File: config.mk
export PLATFORM = sky130hd
export DESIGN_NAME = mem_arbiter_flat
export DESIGN_NICKNAME = d
export VERILOG_FILES = /design/src/rtl/mem_arb_pkg.sv /design/src/rtl/mem_arbiter_if.sv /design/src/rtl/rr_picker.sv /design/src/rtl/mem_arbiter.sv /design/src/flat_wrapper.sv
export SDC_FILE = /design/constraint.sdc
export NUM_CORES = 1
export LEC_CHECK = 0
export BUFFER_PORTS_ARGS = -buffer_cell sky130_fd_sc_hd__buf_2
export CAP_MARGIN = 30
export CORE_AREA = 4 4 270 272
export DETAILED_ROUTE_END_ITERATION = 8
export DIE_AREA = 0 0 274 276
export GPL_ROUTABILITY_DRIVEN = 0
export PLACE_DENSITY = 0.5
export SLEW_MARGIN = 20
export SYNTH_ARGS = -nofsm -noshare
export SYNTH_HDL_FRONTEND = slang
export SYNTH_HIERARCHICAL = 1
export SYNTH_SLANG_ARGS = --single-unit
File: constraint.sdc
create_clock -name clk -period 1.9 [get_ports clk]
set_input_delay 0 -clock clk [delete_from_list [all_inputs] [get_ports clk]]
set_output_delay 0 -clock clk [all_outputs]
set_load 0.02 [all_outputs]
File: src/rtl/mem_arb_pkg.sv
// Shared types and constants for the memory-port arbiter.
package mem_arb_pkg;

  typedef enum logic [1:0] {
    IDLE = 2'd0,
    BUSY = 2'd1,
    RESP = 2'd2
  } arb_state_t;

  localparam int ARB_FIXED = 0;
  localparam int ARB_RR    = 1;

  // Line / address geometry of the cache clients (icache line = 128 bits).
  localparam int LINE_W     = 128;
  localparam int MEM_ADDR_W = 16;
  localparam int MAX_REQ    = 8;
  localparam int REQ_IDX_W  = $clog2(MAX_REQ);

  typedef struct packed {
    logic                  rw;
    logic [MEM_ADDR_W-1:0] addr;
    logic [LINE_W-1:0]     wdata;
    logic [REQ_IDX_W-1:0]  idx;
  } mem_txn_t;

endpackage

File: src/rtl/mem_arbiter_if.sv
// Client-side request/response bus plus the backing-memory port.
// slave: the arbiter; master: the clients and the memory model.
interface mem_arbiter_if
  import mem_arb_pkg::*;
#(
  parameter int NUM_REQ = 2,
  parameter int ADDR_W  = MEM_ADDR_W,
  parameter int DATA_W  = LINE_W
);
  logic [NUM_REQ-1:0]        req_valid;
  logic [NUM_REQ-1:0]        req_rw;
  logic [NUM_REQ*ADDR_W-1:0] req_addr;
  logic [NUM_REQ*DATA_W-1:0] req_wdata;
  logic [NUM_REQ-1:0]        req_grant;
  logic [NUM_REQ-1:0]        resp_valid;
  logic [DATA_W-1:0]         resp_rdata;
  logic                      resp_err;
  logic                      mem_valid;
  logic                      mem_rw;
  logic [ADDR_W-1:0]         mem_addr;
  logic [DATA_W-1:0]         mem_wdata;
  logic                      mem_ready;
  logic [DATA_W-1:0]         mem_rdata;

  modport slave (
    input  req_valid, req_rw, req_addr, req_wdata, mem_ready, mem_rdata,
    output req_grant, resp_valid, resp_rdata, resp_err,
           mem_valid, mem_rw, mem_addr, mem_wdata
  );

  modport master (
    output req_valid, req_rw, req_addr, req_wdata, mem_ready, mem_rdata,
    input  req_grant, resp_valid, resp_rdata, resp_err,
           mem_valid, mem_rw, mem_addr, mem_wdata
  );
endinterface

File: src/rtl/rr_picker.sv
// Combinational priority picker with a rotating base: the search starts
// at base_i and wraps. base_i = 0 degenerates to fixed lowest-index-wins.
module rr_picker #(
  parameter int NUM_REQ = 2,
  parameter int IDX_W   = (NUM_REQ > 1) ? $clog2(NUM_REQ) : 1
) (
  input  logic [NUM_REQ-1:0] req_i,
  input  logic [IDX_W-1:0]   base_i,
  output logic [NUM_REQ-1:0] gnt_o,
  output logic [IDX_W-1:0]   idx_o,
  output logic               any_o
);

  // First asserted request at or after base_i, modulo NUM_REQ.
  always_comb begin
    logic             found;
    logic [IDX_W-1:0] c;
    gnt_o = '0;
    idx_o = '0;
    found = 1'b0;
    c     = '0;
    for (int i = 0; i < NUM_REQ; i++) begin
      c = IDX_W'((int'(base_i) + i) % NUM_REQ);
      if (!found && req_i[c]) begin
        found    = 1'b1;
        gnt_o[c] = 1'b1;
        idx_o    = c;
      end
    end
  end

  assign any_o = |req_i;

endmodule

File: src/rtl/mem_arbiter.sv
// N-requester arbiter sharing one backing-memory port; one transaction
// in flight, fixed or round-robin selection, response-timeout watchdog.
module mem_arbiter
  import mem_arb_pkg::*;
#(
  parameter int NUM_REQ  = 2,
  parameter int ADDR_W   = MEM_ADDR_W,
  parameter int DATA_W   = LINE_W,
  parameter int ARB_MODE = ARB_FIXED,
  parameter int TIMEOUT  = 255
) (
  input logic          clk,
  input logic          rst,
  mem_arbiter_if.slave bus
);

  localparam int IDX_W = (NUM_REQ > 1) ? $clog2(NUM_REQ) : 1;
  localparam int CNT_W = $clog2(TIMEOUT + 1);

  logic [NUM_REQ-1:0][ADDR_W-1:0] addr_arr;
  logic [NUM_REQ-1:0][DATA_W-1:0] wdata_arr;
  assign addr_arr  = bus.req_addr;
  assign wdata_arr = bus.req_wdata;

  arb_state_t         state_q, state_d;
  logic [IDX_W-1:0]   ptr_q,   ptr_d;
  logic [CNT_W-1:0]   cnt_q,   cnt_d;
  logic               rw_q,    rw_d;
  logic [ADDR_W-1:0]  addr_q,  addr_d;
  logic [DATA_W-1:0]  wdata_q, wdata_d;
  logic [IDX_W-1:0]   idx_q,   idx_d;
  logic               err_q,   err_d;
  logic [DATA_W-1:0]  rdata_q, rdata_d;
  logic [NUM_REQ-1:0] grant_q, grant_d;

  logic [IDX_W-1:0]   base;
  logic [NUM_REQ-1:0] pick_gnt;
  logic [IDX_W-1:0]   pick_idx;
  logic               pick_any;
  logic [CNT_W-1:0]   cnt_inc;

  assign base    = (ARB_MODE == ARB_RR) ? ptr_q : '0;
  assign cnt_inc = cnt_q + CNT_W'(1);

  rr_picker #(.NUM_REQ(NUM_REQ), .IDX_W(IDX_W)) u_pick (
    .req_i  (bus.req_valid),
    .base_i (base),
    .gnt_o  (pick_gnt),
    .idx_o  (pick_idx),
    .any_o  (pick_any)
  );

  // Next-state: grant in IDLE, spend the grant cycle before BUSY so the
  // memory request starts one cycle after req_grant; mem_ready beats timeout.
  always_comb begin
    state_d = state_q;
    ptr_d   = ptr_q;
    cnt_d   = cnt_q;
    rw_d    = rw_q;
    addr_d  = addr_q;
    wdata_d = wdata_q;
    idx_d   = idx_q;
    err_d   = err_q;
    rdata_d = rdata_q;
    grant_d = '0;
    case (state_q)
      IDLE: begin
        if (|grant_q) begin
          state_d = BUSY;
        end else if (pick_any) begin
          grant_d = pick_gnt;
          rw_d    = bus.req_rw[pick_idx];
          addr_d  = addr_arr[pick_idx];
          wdata_d = wdata_arr[pick_idx];
          idx_d   = pick_idx;
          cnt_d   = '0;
          err_d   = 1'b0;
          rdata_d = '0;
          ptr_d   = (pick_idx == IDX_W'(NUM_REQ - 1)) ? '0 : pick_idx + IDX_W'(1);
        end
      end
      BUSY: begin
        if (bus.mem_ready) begin
          if (!rw_q) rdata_d = bus.mem_rdata;
          state_d = RESP;
        end else if (cnt_inc == CNT_W'(TIMEOUT)) begin
          // Counter parks at TIMEOUT until the next grant clears it.
          cnt_d   = cnt_inc;
          err_d   = 1'b1;
          state_d = RESP;
        end else begin
          cnt_d = cnt_inc;
        end
      end
      RESP:    state_d = IDLE;
      default: state_d = IDLE;
    endcase
  end

  // State and latched transaction registers; rst aborts anything in flight.
  always_ff @(posedge clk) begin
    if (rst) begin
      state_q <= IDLE;
      ptr_q   <= '0;
      cnt_q   <= '0;
      rw_q    <= 1'b0;
      addr_q  <= '0;
      wdata_q <= '0;
      idx_q   <= '0;
      err_q   <= 1'b0;
      rdata_q <= '0;
      grant_q <= '0;
    end else begin
      state_q <= state_d;
      ptr_q   <= ptr_d;
      cnt_q   <= cnt_d;
      rw_q    <= rw_d;
      addr_q  <= addr_d;
      wdata_q <= wdata_d;
      idx_q   <= idx_d;
      err_q   <= err_d;
      rdata_q <= rdata_d;
      grant_q <= grant_d;
    end
  end

  assign bus.req_grant  = grant_q;
  assign bus.mem_valid  = (state_q == BUSY);
  assign bus.mem_rw     = (state_q == BUSY) & rw_q;
  assign bus.mem_addr   = addr_q;
  assign bus.mem_wdata  = wdata_q;
  assign bus.resp_valid = (state_q == RESP) ? (NUM_REQ'(1) << idx_q) : '0;
  assign bus.resp_err   = (state_q == RESP) & err_q;
  assign bus.resp_rdata = (state_q == RESP) ? rdata_q : '0;

endmodule

File: src/flat_wrapper.sv
// flat-port wrapper written by rule: the top's interface ports become plain ports
module mem_arbiter_flat import mem_arb_pkg::*;
#(
  parameter int NUM_REQ  = 2,
  parameter int ADDR_W   = MEM_ADDR_W,
  parameter int DATA_W   = LINE_W,
  parameter int ARB_MODE = ARB_FIXED,
  parameter int TIMEOUT  = 255
)
  (clk, rst, bus_req_valid, bus_req_rw, bus_req_addr, bus_req_wdata, bus_mem_ready, bus_mem_rdata, bus_req_grant, bus_resp_valid, bus_resp_rdata, bus_resp_err, bus_mem_valid, bus_mem_rw, bus_mem_addr, bus_mem_wdata);
  mem_arbiter_if #(.NUM_REQ(NUM_REQ), .ADDR_W(ADDR_W), .DATA_W(DATA_W)) bus_i ();
  input logic clk;
  input logic rst;
  input wire logic [$bits(bus_i.req_valid)-1:0] bus_req_valid;
  input wire logic [$bits(bus_i.req_rw)-1:0] bus_req_rw;
  input wire logic [$bits(bus_i.req_addr)-1:0] bus_req_addr;
  input wire logic [$bits(bus_i.req_wdata)-1:0] bus_req_wdata;
  input wire logic [$bits(bus_i.mem_ready)-1:0] bus_mem_ready;
  input wire logic [$bits(bus_i.mem_rdata)-1:0] bus_mem_rdata;
  output wire logic [$bits(bus_i.req_grant)-1:0] bus_req_grant;
  output wire logic [$bits(bus_i.resp_valid)-1:0] bus_resp_valid;
  output wire logic [$bits(bus_i.resp_rdata)-1:0] bus_resp_rdata;
  output wire logic [$bits(bus_i.resp_err)-1:0] bus_resp_err;
  output wire logic [$bits(bus_i.mem_valid)-1:0] bus_mem_valid;
  output wire logic [$bits(bus_i.mem_rw)-1:0] bus_mem_rw;
  output wire logic [$bits(bus_i.mem_addr)-1:0] bus_mem_addr;
  output wire logic [$bits(bus_i.mem_wdata)-1:0] bus_mem_wdata;
  assign bus_i.req_valid = bus_req_valid;
  assign bus_i.req_rw = bus_req_rw;
  assign bus_i.req_addr = bus_req_addr;
  assign bus_i.req_wdata = bus_req_wdata;
  assign bus_i.mem_ready = bus_mem_ready;
  assign bus_i.mem_rdata = bus_mem_rdata;
  assign bus_req_grant = bus_i.req_grant;
  assign bus_resp_valid = bus_i.resp_valid;
  assign bus_resp_rdata = bus_i.resp_rdata;
  assign bus_resp_err = bus_i.resp_err;
  assign bus_mem_valid = bus_i.mem_valid;
  assign bus_mem_rw = bus_i.mem_rw;
  assign bus_mem_addr = bus_i.mem_addr;
  assign bus_mem_wdata = bus_i.mem_wdata;
  mem_arbiter #(.NUM_REQ(NUM_REQ), .ADDR_W(ADDR_W), .DATA_W(DATA_W), .ARB_MODE(ARB_MODE), .TIMEOUT(TIMEOUT)) u_core (.clk(clk), .rst(rst), .bus(bus_i));
endmodule
==> impl_metrics.csv, run 1 <==
group,metric,value,unit
grt,overflow,0,
synthesis,yosys_warnings,6,
sta,relSlewSlack,0.4556,
run_status,outcome,"complete, no violations",
routing,vias,14373,
critical_path,endpoint_kind,"primary output",
routing,drcViolationCount,0,
cts,clock_path_buffers,3,
critical_path,cp.arrival,1.83,ns
grt,grt_pass1_wl,86780,µm
grt,grt_usage,0.1429,
cells_and_area,final_nets,2881,
placed_design,port_buffers,701,
floorplan,core_area,0.07075,mm²
critical_path,slowest_delay,0.36,ns
cells_and_area,drive_gt1_frac,0.3942,
floorplan,ios,702,
grt,grt_max_degree,96,
routing,drt-vias-per-instance,4.185,
grt,grt_pass1_vias,15909,
synthesis,syn_avg_cell_area,9.830,µm²
critical_path,cp_max_fo,14,
cts,clkSlewWorstSetupHoldPaths,0.06,ns
cts,ctsRootBufferMaster,"clkbuf_16",
floorplan,row_count,98,
worst_hold_path,hold_path_class,"in -> reg",
floorplan,start_util,0.1834,
cts,cts_buffers,37,
synthesis,synth-adder-area-share,0.001928,
floorplan,die_w,274,µm
synthesis,synth-xor-area-share,0.001350,
cells_and_area,multiInputGateArea,0.006618,mm²
placed_design,dp_hpwl,38730,µm
synthesis,netlist_instances,1320,
sta,hold_violations,0,
synthesis,ys_seq_elements,287,
cts,h-tree-depth,2,
placed_design,placed_area,0.01796,mm²
grt,antenna_found_initial,7,
critical_path,critPathRequiredTime,1.90,ns
cells_and_area,area_growth,83.21,%
critical_path,critPathBufInv,3,
sta,finalCritPeriodShare,0.9639,
placed_design,dp.cells,2927,
pwr,powerDensity,874.8,mW/mm²
cts,clkLatencyLatePin,0.55,ns
routing,drt_iter0_drc,480,
pwr,peakVddDrop,562.7,µV
floorplan,dieArea,0.07562,mm²
synthesis,synth_compound_area_frac,0.2259,
routing,routed_wl,57010,µm
job,max_cap_viol_count,0,
cells_and_area,fin_area,0.02377,mm²
sta,period_minus_slack,1.831,ns
cts,tritoncts,"done",
pwr,leakagePower,10.88,nW
synthesis,yosys.area_share.simple,0.1638,
critical_path,crit_path_top_delay_cell,"dfxtp_4",
sta,timing.fmax,546.0,MHz
synthesis,synth_edf_count,0,
synthesis,yosysSeqAreaShare,0.4428,
cts,cts_sinks,287,
sta,rsz0062_at_grt,"true",
routing,dr.pass1.iters,4,
sta,max_slew.worst_pin.slew,0.8166,ns
critical_path,crit_family,"buffers and inverters",
routing,drt.antenna.violating_nets,0,
synthesis,synthFlopType,"dfxtp_1",
synthesis,synth_async_sr_flop_share,0,
cells_and_area,nFillCells,7044,
critical_path,path_class,"reg -> out",
sta,slew_violations,0,
sta,setup_viol,0,
synthesis,muxShareOfSynthArea,0.1119,
critical_path,start_kind,"register",
cells_and_area,stdcell_count,3434,
cells_and_area,regArea,0.005753,mm²
routing,wl_per_cell,16.60,µm
floorplan,die_h,276,µm
synthesis,synth_top_family_by_area,"compound AO/OA/AOI/OAI gates",
synthesis,synth_cell_types,48,
critical_path,cp_cell_sequence,"and2b_4 -> buf_12 -> buf_6 -> and2_1 -> buf_2",
sta,final.setup_skew,0.02123,ns
synthesis,syn_area,0.01298,mm²
report_power, final:
group | internal [mW] | leakage (nW) | switching, mW
combinational | 3.16 | 7.92 | 3.23
clock | 4.00 | 0.581 | 2.86
sequential | 7.03 | 2.38 | 0.527
final timing paths:
| check | depth (start not counted) | startpoint | slack, ns | endpoint |
|---|---|---|---|---|
| worst min register to register | 1 | u_core/err_q | 0.48 | u_core/err_q |
| worst max-delay path | 5 | u_core/state_q[0] | 0.07 | bus_resp_rdata[6] |
| worst max register to register | 6 | u_core/state_q[1] | 0.11 | u_core/err_q |
| worst min-delay path | 5 | bus_req_valid[1] | 0.08 | u_core/idx_q |
sequential cells by signal, indices dropped and copies added (netlist names), 2 cells and up:
signal and flops:
u_core/cnt_q 8, u_core/bus.req_grant 2, u_core/state_q 2, u_core/bus.mem_wdata 128, u_core/bus.mem_addr 16, u_core/rdata_q 128
layer usage:
metal  part of all wire  up-vias  track usage  routed length [µm]
met5                  0        -            0                   0
met4              0.052        0      0.07285                2971
met3              0.082      181      0.04582                4677
met2               0.50      608       0.2579               28250
met1               0.37     6635       0.1474               21110
li1                   -     6949            -                   -
worst register-to-register path, cell delays in order, from the launching register on:
cell	delay (ns)
dfxtp_4	0.36
nor4_4	0.35
and2_4	0.26
buf_4	0.13
buf_12	0.26
nor2_1	0.08
a22o_1	0.25
area by class of cell:
class                   instances  area share
clock buffers                  45     0.04316
repair buffers               1219      0.3792
flip-flops and latches        287      0.2420
inverters                       3   0.0004737
clock inverters                19    0.006526
well taps                     950     0.05000
multi-input cells             908      0.2784
diodes                          3   0.0003158
per-stage QoR:
step | setup WS [ns] | total power, mW | setup TNS [ns] | utilization | hold slack [ns]
floorplan | 0.1888 | 11.10 | 0 | - | 0.1352
global placement | 0.1580 | 13.09 | 0 | 0.2539 | 0.2444
detailed placement | 0.03332 | 13.20 | 0 | 0.2539 | 0.2447
CTS | -0.02616 | 21.05 | -0.06723 | 0.3327 | 0.1024
global route | -0.009751 | 21.94 | -0.05185 | 0.3360 | 0.05415
finish | 0.06862 | 20.80 | 0 | 0.3360 | 0.07807
cells by family (layout without fill, tap and decap cells):
family                   count (synthesis)  count (layout)
adder cells (fa/ha/maj)                  2               2
AO/OA/AOI/OAI                          307             307
multiplexers                           145             145
flip-flops                             287             287
XOR/XNOR                                 2               2
AND/OR/NAND/NOR                        449             450
buffers and inverters                  127            1286
other                                    1               5
placed cells by master (no fill, tap or decap), types with 3 or more instances in the layout:
cell           Yosys  routed
mux2i_1          145     145
nand2_1          132     132
nor2_1           151     150
clkinvlp_4         0       4
clkinv_4           0       3
diode_2            0       3
clkinv_2           0       8
a2bb2oi_1        128     128
nand2b_1           3       3
a21oi_1            9       9
buf_12             0      26
clkbuf_8           0       7
and2_4             0       5
o21ai_0            7       7
clkbuf_16          0      39
buf_4             14     108
inv_1              3       3
and2_1           135     129
and3_1             3       3
dlygate4sd3_1      0     422
buf_16             0       3
a211oi_1          47      47
dfxtp_1          287     285
nand3_1            7       7
buf_2             39     652
buf_6             13       5
a211oi_2         101     101
synth_stat cells (all sizes together), types with 2 or more instances:
library cell / number / area share
a2bb2oi: 128 / 0.086
and2: 135 / 0.065
nor4: 2 / 0.0021
nor2: 151 / 0.044
o21a: 2 / 0.0012
a31oi: 2 / 0.00096
nand2: 132 / 0.038
and4: 2 / 0.0014
nor2b: 2 / 0.0012
nor3b: 2 / 0.0012
a211oi: 148 / 0.12
buf: 67 / 0.035
inv: 3 / 0.00087
o21ai: 8 / 0.0031
mux2i: 145 / 0.11
ha: 2 / 0.0019
nand3: 7 / 0.0027
a21oi: 9 / 0.0035
and3: 3 / 0.0014
a21boi: 5 / 0.0029
clkbuf: 57 / 0.016
nand2b: 3 / 0.0014
or3: 3 / 0.0015
dfxtp: 287 / 0.44
repair_timing:
action / CTS / global route
setup buffers: 8 / 6
hold buffers: 422 / 0
cloned: 2 / 2
pin swaps: 0 / 1
gates resized for setup: 28 / 42
setup endpoints to repair: 131 / 165
hold endpoints to repair: 281 / 0
(Power assumes the default switching activity.)
==> run 2: changes to the inputs <==
Settings changed: ABC_AREA set to 1, CAP_MARGIN 30 to unset, PLACE_DENSITY 0.5 to 0.48.
==> impl_metrics.csv, run 2 <==
group,metric,value,unit
job,max_cap_viol_count,0,
grt,antenna_found_initial,22,
synthesis,synth_top_area_share,0.4817,
synthesis,syn_area,0.01193,mm²
critical_path,critPathBufInv,3,
critical_path,path_class,"reg -> out",
critical_path,crit_family,"buffers and inverters",
sta,relSlewSlack,0.5504,
sta,hold_violations,0,
sta,max_slew.worst_pin.slew,0.6744,ns
routing,dr_wl_met3,5476,µm
critical_path,cp_max_fo,46,
worst_hold_path,hold_path_class,"in -> reg",
pwr,powerDensity,865.8,mW/mm²
synthesis,synth.largest_area_cell,"dfxtp_1",
sta,timing.hold.ws,0.07299,ns
routing,dr.pass1.iters,5,
critical_path,critPathRequiredTime,1.90,ns
floorplan,die_h,276,µm
cts,clock_path_buffers,3,
floorplan,ios,702,
pwr,peakVddDrop,616.0,µV
critical_path,slowest_delay,0.32,ns
routing,vias,15126,
cells_and_area,area_growth,84.04,%
synthesis,synth_most_common_cell,"dfxtp_1",
synthesis,ys_seq_elements,287,
critical_path,worstSetupPathDepth,5,
critical_path,cp_cell_sequence,"inv_2 -> nand2_8 -> buf_12 -> nor2_1 -> buf_2",
cells_and_area,nFillCells,7620,
floorplan,row_count,98,
cts,clkLatencyLatePin,0.55,ns
sta,timing.fmax,554.1,MHz
cells_and_area,final_common_cell,"buf_2",
critical_path,crit_path_top_delay_cell,"dfxtp_1",
cts,h-tree-depth,2,
routing,met1_length,24680,µm
floorplan,start_util,0.1686,
placed_design,dp_hpwl,45230,µm
grt,grt_usage,0.1593,
cells_and_area,stdcell_count,3637,
synthesis,synth_async_sr_flop_share,0,
critical_path,endpoint_kind,"primary output",
cells_and_area,final_cell_mix,"701 x buf_2, 422 x dlygate4sd3_1, 286 x dfxtp_1, 267 x a21oi_1, 220 x nand2_1",
routing,drt-vias-per-instance,4.159,
cts,clkSlewWorstSetupHoldPaths,0.06,ns
floorplan,dieArea,0.07562,mm²
pwr,leakagePower,10.03,nW
grt,grt_pass1_wl,94610,µm
sta,rsz0062_at_grt,"false",
run_status,outcome,"complete, no violations",
cts,ctsRootBufferMaster,"clkbuf_16",
synthesis,synth_cell_types,27,
sta,slew_violations,0,
cts,cts_buffers,37,
cells_and_area,regArea,0.005747,mm²
sta,final.setup_skew,0.02638,ns
routing,routed_wl,63730,µm
synthesis,yosys_warnings,6,
placed_design,port_buffers,701,
critical_path,worst-r2r-cell-count,9,
critical_path,cp.arrival,1.80,ns
routing,drt.antenna.violating_nets,0,
cells_and_area,final_nets,3076,
sta,finalCritPeriodShare,0.9499,
routing,wl_per_cell,17.52,µm
cts,tritoncts,"done",
grt,overflow,0,
floorplan,core_area,0.07075,mm²
cts,cts_sinks,287,
synthesis,synthFlopType,"dfxtp_1",
synthesis,synth_edf_count,0,
cells_and_area,drive_gt1_frac,0.3054,
synthesis,ys_top_cells_by_count,"287 x dfxtp_1, 268 x a21oi_1, 222 x nand2_1",
worst_hold_path,hold_depth,5,
synthesis,yosysSeqAreaShare,0.4817,
critical_path,start_kind,"register",
routing,drt_iter0_drc,748,
synthesis,netlist_instances,1571,
floorplan,die_w,274,µm
sta,setup_viol,0,
routing,wl_met2,30960,µm
grt,grt_max_degree,129,
routing,drcViolationCount,0,
placed_design,dp.cells,3140,
synthesis,syn_avg_cell_area,7.592,µm²
pwr,power,19.00,mW
routing,top_layer_used,"met5",
cells_and_area,multiInputGateArea,0.005022,mm²
synthesis,ys_top_cells_by_area,"dfxtp_1 48%, a21oi_1 11%, nand2_1 7.0%",
sta,period_minus_slack,1.805,ns
grt,grt_pass1_vias,15495,
sta,tns,0,ns
==> run 2: cell types whose count changed after synthesis, moves of 29 or more <==
cell | previous run | this run
a2bb2oi_1 | 128 | 0
a21oi_1 | 9 | 268
nand3_1 | 7 | 60
mux2i_1 | 145 | 51
inv_1 | 3 | 149
a211oi_2 | 101 | 0
a31oi_1 | 2 | 94
a211oi_1 | 47 | 0
and2_1 | 135 | 0
nand2_1 | 132 | 222
o21ai_1 | 1 | 30
o21ai_0 | 7 | 119
==> run 2: path summary, 6_finish.rpt <==
check	startpoint	to	slack, ns
max	u_core/state_q[0]	bus_resp_rdata[93]	0.1
min	bus_req_valid[0]	u_core/bus.mem_wdata[23]	0.07
max reg2reg	u_core/state_q[1]	u_core/rdata_q[81]	0.24
min reg2reg	u_core/rdata_q[73]	u_core/rdata_q[73]	0.45
==> run 2: cells by family (layout without fill, tap and decap cells) <==
| kind of cell | after synthesis | after routing | share of synthesized area |
|---|---|---|---|
| muxes | 51 | 51 | 0.04280 |
| AOI/OAI and AO/OA | 514 | 514 | 0.2263 |
| and+or+nand+nor | 435 | 435 | 0.1457 |
| adders and majority gates | 2 | 2 | 0.002098 |
| buffers and inverters | 281 | 1384 | 0.1010 |
| DFF | 287 | 287 | 0.4817 |
| other | 1 | 14 | 0.0003144 |
==> run 2: routing by layer <==
layer / vias up / track usage
li1: 7392 / -
met1: 6920 / 0.1813
met2: 670 / 0.2816
met3: 138 / 0.04461
met4: 6 / 0.06045
met5: - / 0
==> run 2: repair_timing <==
| item | 4_1_cts | 5_1_grt |
|---|---|---|
| setup endpoints to repair | 66 | 2 |
| resized for setup | 4 | 1 |
| gates cloned | 0 | 0 |
| pin swaps | 1 | 0 |
| hold buffers | 422 | 0 |
| buffers inserted | 0 | 0 |
| endpoints found under the hold margin | 285 | 0 |
==> run 2: final cells by class <==
| type | instances | share of cell area |
|---|---|---|
| clock inverters | 12 | 0.005415 |
| repair buffers | 1169 | 0.3752 |
| clock buffers | 51 | 0.04686 |
| flip-flops and latches | 287 | 0.2618 |
| well taps | 950 | 0.05415 |
| inverters | 152 | 0.02639 |
| diodes | 12 | 0.001368 |
| multi-input cells | 1004 | 0.2288 |
==> run 2: metrics by stage <==
step / setup slack [ns] / utilization / instance area [µm²]
after floorplan: 0.4155 / - / 11930
after global placement: 0.1911 / 0.2337 / 16530
after detailed placement: 0.1846 / 0.2337 / 16530
after CTS: 0.009211 / 0.3098 / 21920
after global routing: 0.005380 / 0.3101 / 21940
final: 0.09514 / 0.3102 / 21950
==> run 2: worst reg2reg max path: stages (launching register included) <==
cell and delay, ns:
dfxtp_2 0.37, nor2_2 0.15, nand3_2 0.13, nand2_1 0.13
nand2_4 0.06, nand2_1 0.12, inv_4 0.10, buf_4 0.24
a21oi_1 0.18, a21oi_1 0.06
==> run 2: report_power, final <==
part           total [mW]  switching (mW)  internal [mW]
clock                6.88            2.83           4.05
combinational        4.90            2.89           2.01
sequential           7.23           0.343           6.89
total                19.0            6.06           12.9
